<file path="src/rtl/ssd_scan_ctrl_if.sv">
// ssd_scan_ctrl_if: control/data and pin bundle between game logic and the SSD scanner.
//   enable      scan on (1) / display off (0)
//   load        one-cycle strobe capturing value/dp_in/blank_in
//   value       hex nibbles, digit 0 in value[3:0] (rightmost)
//   dp_in       per-digit decimal point request, 1 = lit
//   blank_in    per-digit blank, 1 = dark
//   lz_suppress 1 = suppress leading zeros (used live)
//   An          anodes, active low
//   Cath        {Ca..Cg}, active low
//   Dp          decimal point, active low
//   frame_done  one-cycle pulse when digit 0's slot begins after a wrap
//   pending     shadow holds data not yet shown
interface ssd_scan_ctrl_if #(
   parameter int NUM_DIGITS = 8
);
   logic                    enable;
   logic                    load;
   logic [4*NUM_DIGITS-1:0] value;
   logic [NUM_DIGITS-1:0]   dp_in;
   logic [NUM_DIGITS-1:0]   blank_in;
   logic                    lz_suppress;
   logic [NUM_DIGITS-1:0]   An;
   logic [6:0]              Cath;
   logic                    Dp;
   logic                    frame_done;
   logic                    pending;
   modport master (
      output enable, load, value, dp_in, blank_in, lz_suppress,
      input  An, Cath, Dp, frame_done, pending
   );
   modport slave (
      input  enable, load, value, dp_in, blank_in, lz_suppress,
      output An, Cath, Dp, frame_done, pending
   );
endinterface

</file>
<file path="src/rtl/ssd_scan_ctrl.sv">
// ssd_scan_ctrl: N-digit multiplexed seven-segment scanner with guard interval and frame-synchronous double buffer.
//   ClkPort  system clock
//   Reset_n  asynchronous active-low reset
//   bus      ssd_scan_ctrl_if slave: enable/load/value/dp_in/blank_in/lz_suppress in,
//            An/Cath/Dp/frame_done/pending out
module ssd_scan_ctrl #(
   parameter int NUM_DIGITS = 8,
   parameter int TICK_DIV   = 100000,
   parameter int GUARD      = 2000
) (
   input logic            ClkPort,
   input logic            Reset_n,
   ssd_scan_ctrl_if.slave bus
);
   localparam int N  = NUM_DIGITS;
   localparam int CW = TICK_DIV > 1 ? $clog2(TICK_DIV) : 1;
   localparam int IW = N > 1 ? $clog2(N) : 1;

   typedef enum logic [1:0] {S_OFF, S_GUARD, S_DRIVE} state_t;

   state_t          r_state, w_state_n;
   logic [CW-1:0]   r_cnt, w_cnt_n;
   logic [IW-1:0]   r_idx, w_idx_n;
   logic            w_slot_end, w_wrap, r_wrapped;
   logic [4*N-1:0]  r_sh_val, r_act_val;
   logic [N-1:0]    r_sh_dp, r_sh_bl, r_act_dp, r_act_bl;
   logic            r_pending;
   logic [N-1:0]    w_lz, w_an, r_an;
   logic [3:0]      w_nib;
   logic            w_dark, w_lit, w_dp, r_dp, r_fd;
   logic [6:0]      w_cath, r_cath;

   function automatic logic [6:0] seg7(input logic [3:0] h);
      case (h)
         4'h0: seg7 = 7'b0000001;
         4'h1: seg7 = 7'b1001111;
         4'h2: seg7 = 7'b0010010;
         4'h3: seg7 = 7'b0000110;
         4'h4: seg7 = 7'b1001100;
         4'h5: seg7 = 7'b0100100;
         4'h6: seg7 = 7'b0100000;
         4'h7: seg7 = 7'b0001111;
         4'h8: seg7 = 7'b0000000;
         4'h9: seg7 = 7'b0000100;
         4'hA: seg7 = 7'b0001000;
         4'hB: seg7 = 7'b1100000;
         4'hC: seg7 = 7'b0110001;
         4'hD: seg7 = 7'b1000010;
         4'hE: seg7 = 7'b0110000;
         default: seg7 = 7'b0111000;
      endcase
   endfunction

   always_ff @(posedge ClkPort or negedge Reset_n)
      if (!Reset_n) begin
         r_state   <= S_OFF;
         r_cnt     <= '0;
         r_idx     <= '0;
         r_wrapped <= 1'b0;
      end else begin
         r_state   <= w_state_n;
         r_cnt     <= w_cnt_n;
         r_idx     <= w_idx_n;
         r_wrapped <= w_wrap;
      end

   // The OFF cycle in which enable is seen counts as cnt 0 of digit 0's slot,
   // so the first anode goes low GUARD+1 edges after enable rises.
   always_comb begin
      w_slot_end = r_cnt == CW'(TICK_DIV - 1);
      w_wrap     = (r_state != S_OFF) && w_slot_end && (r_idx == IW'(N - 1));
      w_cnt_n    = (!bus.enable || w_slot_end) ? '0 : r_cnt + 1'b1;
      w_idx_n    = (!bus.enable || w_wrap) ? '0 :
                   (w_slot_end && r_state != S_OFF) ? r_idx + 1'b1 : r_idx;
      w_state_n  = !bus.enable ? S_OFF : (int'(w_cnt_n) < GUARD) ? S_GUARD : S_DRIVE;
   end

   // Cath follows the current digit during its guard so segments only change with anodes off.
   always_comb begin
      logic z;
      z    = 1'b1;
      w_lz = '0;
      for (int i = N - 1; i >= 0; i--) begin
         z       = z & (r_act_val[4*i +: 4] == 4'h0);
         w_lz[i] = z;
      end
      w_nib  = r_act_val[4*r_idx +: 4];
      w_dark = r_act_bl[r_idx] | (bus.lz_suppress & (r_idx != '0) & w_lz[r_idx]);
      w_lit  = (r_state == S_DRIVE) & ~w_dark;
      w_an   = w_lit ? ~(N'(1) << r_idx) : '1;
      w_cath = (r_state == S_OFF || w_dark) ? 7'h7F : seg7(w_nib);
      w_dp   = ~(w_lit & r_act_dp[r_idx]);
   end

   // Dropping enable blanks the pins on the very next cycle.
   always_ff @(posedge ClkPort or negedge Reset_n)
      if (!Reset_n) begin
         r_an   <= '1;
         r_cath <= 7'h7F;
         r_dp   <= 1'b1;
         r_fd   <= 1'b0;
      end else begin
         r_an   <= bus.enable ? w_an : '1;
         r_cath <= bus.enable ? w_cath : 7'h7F;
         r_dp   <= ~bus.enable | w_dp;
         r_fd   <= bus.enable & r_wrapped;
      end

   always_ff @(posedge ClkPort or negedge Reset_n)
      if (!Reset_n) begin
         r_sh_val  <= '0;
         r_sh_dp   <= '0;
         r_sh_bl   <= '0;
         r_act_val <= '0;
         r_act_dp  <= '0;
         r_act_bl  <= '0;
         r_pending <= 1'b0;
      end else if (bus.load && (r_state == S_OFF || w_wrap)) begin
         r_sh_val  <= bus.value;
         r_sh_dp   <= bus.dp_in;
         r_sh_bl   <= bus.blank_in;
         r_act_val <= bus.value;
         r_act_dp  <= bus.dp_in;
         r_act_bl  <= bus.blank_in;
         r_pending <= 1'b0;
      end else if (bus.load) begin
         r_sh_val  <= bus.value;
         r_sh_dp   <= bus.dp_in;
         r_sh_bl   <= bus.blank_in;
         r_pending <= 1'b1;
      end else if (w_wrap && r_pending) begin
         r_act_val <= r_sh_val;
         r_act_dp  <= r_sh_dp;
         r_act_bl  <= r_sh_bl;
         r_pending <= 1'b0;
      end

   assign bus.An         = r_an;
   assign bus.Cath       = r_cath;
   assign bus.Dp         = r_dp;
   assign bus.frame_done = r_fd;
   assign bus.pending    = r_pending;
endmodule

</file>
<file path="src/flat_wrapper.sv">
// flat-port wrapper written by rule: the top's interface ports become plain ports
module ssd_scan_ctrl_flat 
#(
   parameter int NUM_DIGITS = 8,
   parameter int TICK_DIV   = 100000,
   parameter int GUARD      = 2000
)
  (ClkPort, Reset_n, bus_enable, bus_load, bus_value, bus_dp_in, bus_blank_in, bus_lz_suppress, bus_An, bus_Cath, bus_Dp, bus_frame_done, bus_pending);
  ssd_scan_ctrl_if #(.NUM_DIGITS(NUM_DIGITS)) bus_i ();
  input logic ClkPort;
  input logic Reset_n;
  input wire logic [$bits(bus_i.enable)-1:0] bus_enable;
  input wire logic [$bits(bus_i.load)-1:0] bus_load;
  input wire logic [$bits(bus_i.value)-1:0] bus_value;
  input wire logic [$bits(bus_i.dp_in)-1:0] bus_dp_in;
  input wire logic [$bits(bus_i.blank_in)-1:0] bus_blank_in;
  input wire logic [$bits(bus_i.lz_suppress)-1:0] bus_lz_suppress;
  output wire logic [$bits(bus_i.An)-1:0] bus_An;
  output wire logic [$bits(bus_i.Cath)-1:0] bus_Cath;
  output wire logic [$bits(bus_i.Dp)-1:0] bus_Dp;
  output wire logic [$bits(bus_i.frame_done)-1:0] bus_frame_done;
  output wire logic [$bits(bus_i.pending)-1:0] bus_pending;
  assign bus_i.enable = bus_enable;
  assign bus_i.load = bus_load;
  assign bus_i.value = bus_value;
  assign bus_i.dp_in = bus_dp_in;
  assign bus_i.blank_in = bus_blank_in;
  assign bus_i.lz_suppress = bus_lz_suppress;
  assign bus_An = bus_i.An;
  assign bus_Cath = bus_i.Cath;
  assign bus_Dp = bus_i.Dp;
  assign bus_frame_done = bus_i.frame_done;
  assign bus_pending = bus_i.pending;
  ssd_scan_ctrl #(.NUM_DIGITS(NUM_DIGITS), .TICK_DIV(TICK_DIV), .GUARD(GUARD)) u_core (.ClkPort(ClkPort), .Reset_n(Reset_n), .bus(bus_i));
endmodule
</file>
<file path="config.mk">
export PLATFORM = sky130hd
export DESIGN_NAME = ssd_scan_ctrl_flat
export DESIGN_NICKNAME = d
export VERILOG_FILES = /design/src/rtl/ssd_scan_ctrl_if.sv /design/src/rtl/ssd_scan_ctrl.sv /design/src/flat_wrapper.sv
export SDC_FILE = /design/constraint.sdc
export NUM_CORES = 1
export LEC_CHECK = 0
export BUFFER_PORTS_ARGS = -buffer_cell sky130_fd_sc_hd__buf_2
export CAP_MARGIN = 10
export CORE_MARGIN = 5
export CORE_UTILIZATION = 43
export DETAILED_ROUTE_END_ITERATION = 8
export MAX_ROUTING_LAYER = met4
export SYNTH_ARGS = -nofsm -noshare
export SYNTH_HDL_FRONTEND = slang
export SYNTH_SLANG_ARGS = --single-unit
</file>
<file path="constraint.sdc">
create_clock -name ClkPort -period 2.4 [get_ports ClkPort]
set_input_delay 0.72 -clock ClkPort [delete_from_list [all_inputs] [get_ports ClkPort]]
set_output_delay 0.72 -clock ClkPort [all_outputs]
set_load 0.1 [all_outputs]
</file>
== Word level (Yosys, flattened, before mapping) ==
Memory sizes are Yosys's and may differ from the RTL's.
Cells that the tools add are included.

* $add $sub $neg: 2
* Order comparisons: 2
* Equal/unequal tests: 4
* Shifts and indexed selects: 2
* Muxes and demuxes: 33
* Bitwise logic cells: 18
* Reduce and logical (&&, ||, !) cells: 25

{| class="wikitable"
|+ Operator list
! kind !! count
|-
| 2-to-1 mux 32 bit || 5
|-
| 2-to-1 mux 8 bit || 12
|-
| zero test 4 bit || 8
|-
| indexed part select 32 x 6 -> 4 bit || 1
|-
| adder 17 x 1 -> 17 bit (second input constant) || 1
|-
| == test 17 bit (second input constant) || 1
|-
| less-than comparator 17 x 11 -> 1 bit (second input constant) || 1
|-
| 2-to-1 mux 17 bit || 1
|-
| 2-to-1 mux 7 bit || 2
|-
| AND 1 bit || 12
|-
| binary-select mux 1 bit (select 3 bit) || 3
|-
| NOT 8 bit || 1
|-
| nonzero test 2 bit || 4
|-
| << shifter 1 x 3 -> 8 bit (first input constant) || 1
|-
| 2-to-1 mux 1 bit || 6
|-
| 2-to-1 mux 3 bit || 2
|-
| nonzero test 3 bit || 2
|-
| logical AND 1 bit || 4
|-
| logical OR 1 bit || 4
|-
| less-than comparator 3 x 4 -> 1 bit (second input constant) || 1
|-
| 2-to-1 mux 2 bit || 2
|-
| adder 3 x 1 -> 3 bit (second input constant) || 1
|-
| == test 3 bit (second input constant) || 1
|-
| NOT 1 bit || 3
|-
| 6 further kinds || 7
|}

* Register bits after elaboration: 137
* Bits in read-only memories: 112
* Input port bits: 53
* Memories kept: 1

{| class="wikitable"
|+ Memories
! memory !! words !! bits a word !! read ports !! clocked after Yosys merged registers in !! wr ports !! line !! source
|-
| (name not given) || 16 || 7 || 1 || 0 || 0 || ssd_scan_ctrl.sv:34 || <nowiki>case (h)</nowiki>
|}

== Logic depth before layout (Yosys ltp) ==
* Depth in word-level cells: 17
* Mapped depth: 10

== Worst setup path after synthesis ==
Ideal clock, no wire load.

* Kind: reg-to-reg
* From: register u_core.r_idx[1]
* To: register u_core.r_cath[3] (netlist: u_core.bus.Cath[3])
* Library setup time: 0.096 ns
* Data arrival time: 2.497 ns
* Setup slack: -0.194 ns
* Cell stages (with the launch flop): 10
* Path buffers: 2
* Cell sequence: dfrtp_1 -> clkbuf_1 -> buf_2 -> mux4_2 -> nand2_1 -> and2_1 -> inv_1 -> ha_1 -> mux4_2 -> nand2b_1

* Longest elaborated chain between the ends: 7
* Elaborated cells on any way between the ends: 13
* Classes of those cells: shift (1); mux (6); bitwise (3); reduce/logical (2); memory (1)

{| class="wikitable"
|+ RTL lines
! item !! line !! source
|-
| start: declaration || ssd_scan_ctrl.sv:23 || <nowiki>logic [IW-1:0] r_idx, w_idx_n;</nowiki>
|-
| start signal: assignment || ssd_scan_ctrl.sv:63 || <nowiki>r_idx <= w_idx_n;</nowiki>
|-
| parallel branches: the longest is 5 deep, another holds memory read (16 x 7 bit) || - ||
|-
| 2-to-1 mux 7 bit * || ssd_scan_ctrl.sv:91 || <nowiki>w_cath = (r_state == S_OFF || w_dark) ? 7'h7F : seg7(w_nib);</nowiki>
|-
| 2-to-1 mux 7 bit * || ssd_scan_ctrl.sv:104 || <nowiki>r_cath <= bus.enable ? w_cath : 7'h7F;</nowiki>
|-
| end signal: assignment || ssd_scan_ctrl.sv:104 ||
|-
| end: declaration || ssd_scan_ctrl.sv:31 || <nowiki>logic [6:0] w_cath, r_cath;</nowiki>
|}

Every way passes the cells marked *. The select of a mux whose other input is x is not followed.
A chain may end at the register's enable or synchronous reset.

== Final worst setup path ==
Ends and elaborated chain as after synthesis.

==> out/qor.yml <==
global_route:
  track_usage_pct: 17.9
  grt_pass1_vias: 4814
  globalRoute.totalOverflow: 0
  grt_max_degree: 63
  grt_pass1_wl_mm: 24.8
  antenna_found_initial: 0
floorplan:
  rows: 45
  core_area_um2: 15200
  start_util_pct: 43.9
  die_y_um: 135
  die_area_um2: 18100
  fp.dieW_um: 135
  io_pins: 71
run_status:
  outcome: "finished, final reports clean"
logic_synthesis:
  synth_area_um2: 6670
  synth.net_count: 641
  synth_top_flop_cell: "dfrtp_1"
  postSynthAreaPerCell_um2: 11.6
  yosysWarningCount: 0
  yosysSeqAreaShare_pct: 51.7
  synth_edf_count: 0
  synth-seq-cells: 137
  syn_inst: 575
  postSynth.asyncResetShare_pct: 100
  synthDistinctLibCells: 52
min_path:
  hold_path.class: "in2async"
routing:
  drt_iter0_markers: 323
  first_pass_iters: 4
  viasPerCell: 5.37
  antenna_left: 0
  vias: 4674
  routedWlPerCell_um: 17.5
  drc: 0
  wl_mm: 15.3
pwr:
  fin_total_pwr_mw: 6.13
  power_density_nw_per_um2: 751
  max-vdd-ir-drop_v: 0.000502
  p_leak_nw: 3.77
clock_network:
  h-tree-depth: 4
  numCtsBuffers: 17
  clockBufferDepth: 2
  cts-root-buf: "clkbuf_16"
  cts_sinks: 137
  tritoncts: "done"
  path_clk_slew_ns: 0.06
  clk-insertion-delay-late_ns: 0.42
placed_design:
  io_buffers: 70
  hpwl_mm: 10.6
  routabilityCongestion: 0.883
critical_path:
  r2r_start: "u_core.r_idx[1]"
  endpoint_kind: "flip-flop"
  crit_path_end: "u_core.bus.Cath[3]"
  reg2regPathDepth: 8
  slowest_stage: "mux4_2"
  reg2reg_slack_ns: 0.07
  critPathBufInv: 3
  critical_path.max_fanout: 15
  path_cells: "buf_12 -> mux4_2 -> mux2_2 -> inv_1 -> ha_1 -> inv_1 -> mux4_2 -> nand2b_1"
  critPathTopFamily: "multiplexers"
  critPathKind: "reg2reg"
  cpPeakStageDelay_ns: 0.50
  cp_num_cells: 8
  required_ns: 2.73
  r2r_end: "u_core.bus.Cath[3]"
  startpoint: "u_core.r_idx[1]"
  startpoint_type: "flip-flop"
  cp.arrival_ns: 2.66
timing:
  rsz0062_at_grt: "false"
  finClkSkew_ns: 0.0111
  hold_ws_ns: 0.259
  setup_viol: 0
  max_freq_mhz: 429
  tightest_slew_ns: 0.553
  maxSlewHeadroom_pct: 63.1
  final_max_slew_viol_count: 0
  fin_crit_ns: 2.33
  finalHoldViolCount: 0
  fin_crit_sh_pct: 97.0
finish:
  final_nets: 735
  layout_common_cells: "dfrtp_1 (121), nand2_1 (71), buf_2 (69)"
  drive_gt1_share_pct: 34.0
  area_delta_synth_final_pct: 22.4
  num_antenna_cells: 0
  mostFrequentLayoutCell: "dfrtp_1"
job:
  cap_violations: 0
worst reg2reg max path, stage by stage (launching register included):
cell and delay [ns]:
dfrtp_1 0.39, buf_12 0.17, mux4_2 0.51, mux2_2 0.32, inv_1 0.09, ha_1 0.13, inv_1 0.05, mux4_2 0.44
nand2b_1 0.15
metal layers:
metal | wire, um | GRT usage [%]
met1 | 6910 | 22.9
met2 | 7350 | 27.9
met3 | 825 | 5.40
met4 | 169 | 5.03
met5 | 0 | -
synthesized netlist by cell type, types with 11 or more instances:
library cell | count | area, um^2
clkbuf_1 | 17 | 63.8
mux4_2 | 13 | 293
ha_1 | 13 | 163
nand2_1 | 71 | 267
dfstp_2 | 16 | 420
mux2_2 | 50 | 563
nor2_1 | 26 | 97.6
o21ai_1 | 51 | 255
mux2i_1 | 55 | 551
nor4_1 | 11 | 68.8
dfrtp_1 | 121 | 3030
nand3_1 | 16 | 80.1
how the worst min path moves through the flow:
stage	slack [ns]	end	cells after the start	startpoint
2_1_floorplan	0.42	u_core.bus.frame_done	0	Reset_n
3_3_place_gp	0.47	u_core.r_cnt[0]	1	u_core.r_cnt[0]
3_5_place_dp	0.49	u_core.bus.frame_done	1	u_core.r_wrapped
4_1_cts	0.27	u_core.r_sh_val[7]	1	Reset_n
5_1_grt	0.28	u_core.r_act_val[2]	1	Reset_n
6_report	0.26	u_core.r_sh_val[11]	1	Reset_n
logic make-up after synthesis:
family / count (synthesis) / share of synthesized area [%]
AOI/OAI and AO/OA: 74 / 6.30
xor gates and xnor gates: 14 / 1.84
adders and majority gates: 13 / 2.44
buffers and inverters: 45 / 3.17
DFF: 137 / 51.7
muxes: 120 / 21.5
and+or+nand+nor: 172 / 13.1
area by class of cell:
| cell class | count | area (um^2) |
|---|---|---|
| inverters | 11 | 41.3 |
| clock inverters | 13 | 166 |
| clock buffers | 19 | 453 |
| repair buffers | 109 | 763 |
| flip-flops and latches | 137 | 3450 |
| fillers | 1313 | 7040 |
| well taps | 188 | 235 |
| multi-input cells | 393 | 3060 |
sequential cells by signal, indices dropped and copies added, names as in the netlist, 3 cells and up:
| name | cells |
|---|---|
| u_core.r_cnt | 17 |
| u_core.bus.An | 8 |
| u_core.r_act_val | 32 |
| u_core.r_sh_bl | 8 |
| u_core.r_act_bl | 8 |
| u_core.r_sh_dp | 8 |
| u_core.bus.Cath | 7 |
| u_core.r_sh_val | 32 |
| u_core.r_act_dp | 8 |
| u_core.r_idx | 3 |
power by group:
| group | internal [mW] | switching, mW |
|---|---|---|
| Clock | 1.70 | 1.03 |
| Combinational | 0.329 | 0.395 |
| Sequential | 2.52 | 0.158 |
| Total | 4.55 | 1.58 |
what timing repair did:
item                                    CTS  global route
pin swaps                                 0             1
buffers inserted                          0             2
endpoints found under the setup margin   12            38
gates cloned                              0             2
resized for setup                         2             7
hold buffers                              0             0
metrics by stage:
stage,setup slack [ns],std cells,area [um^2],setup TNS (ns),util (%)
finish,0.0713,870,8170,0,53.7
global route,0.00338,870,8170,0,53.7
detailed placement,-0.161,834,7440,-1.13,48.9
global placement,-0.0707,834,7440,-0.482,48.9
CTS,0.0239,866,8070,0,53.1
floorplan,0.0300,575,6680,0,-
Note: power is estimated with default switching activity, not from simulation.
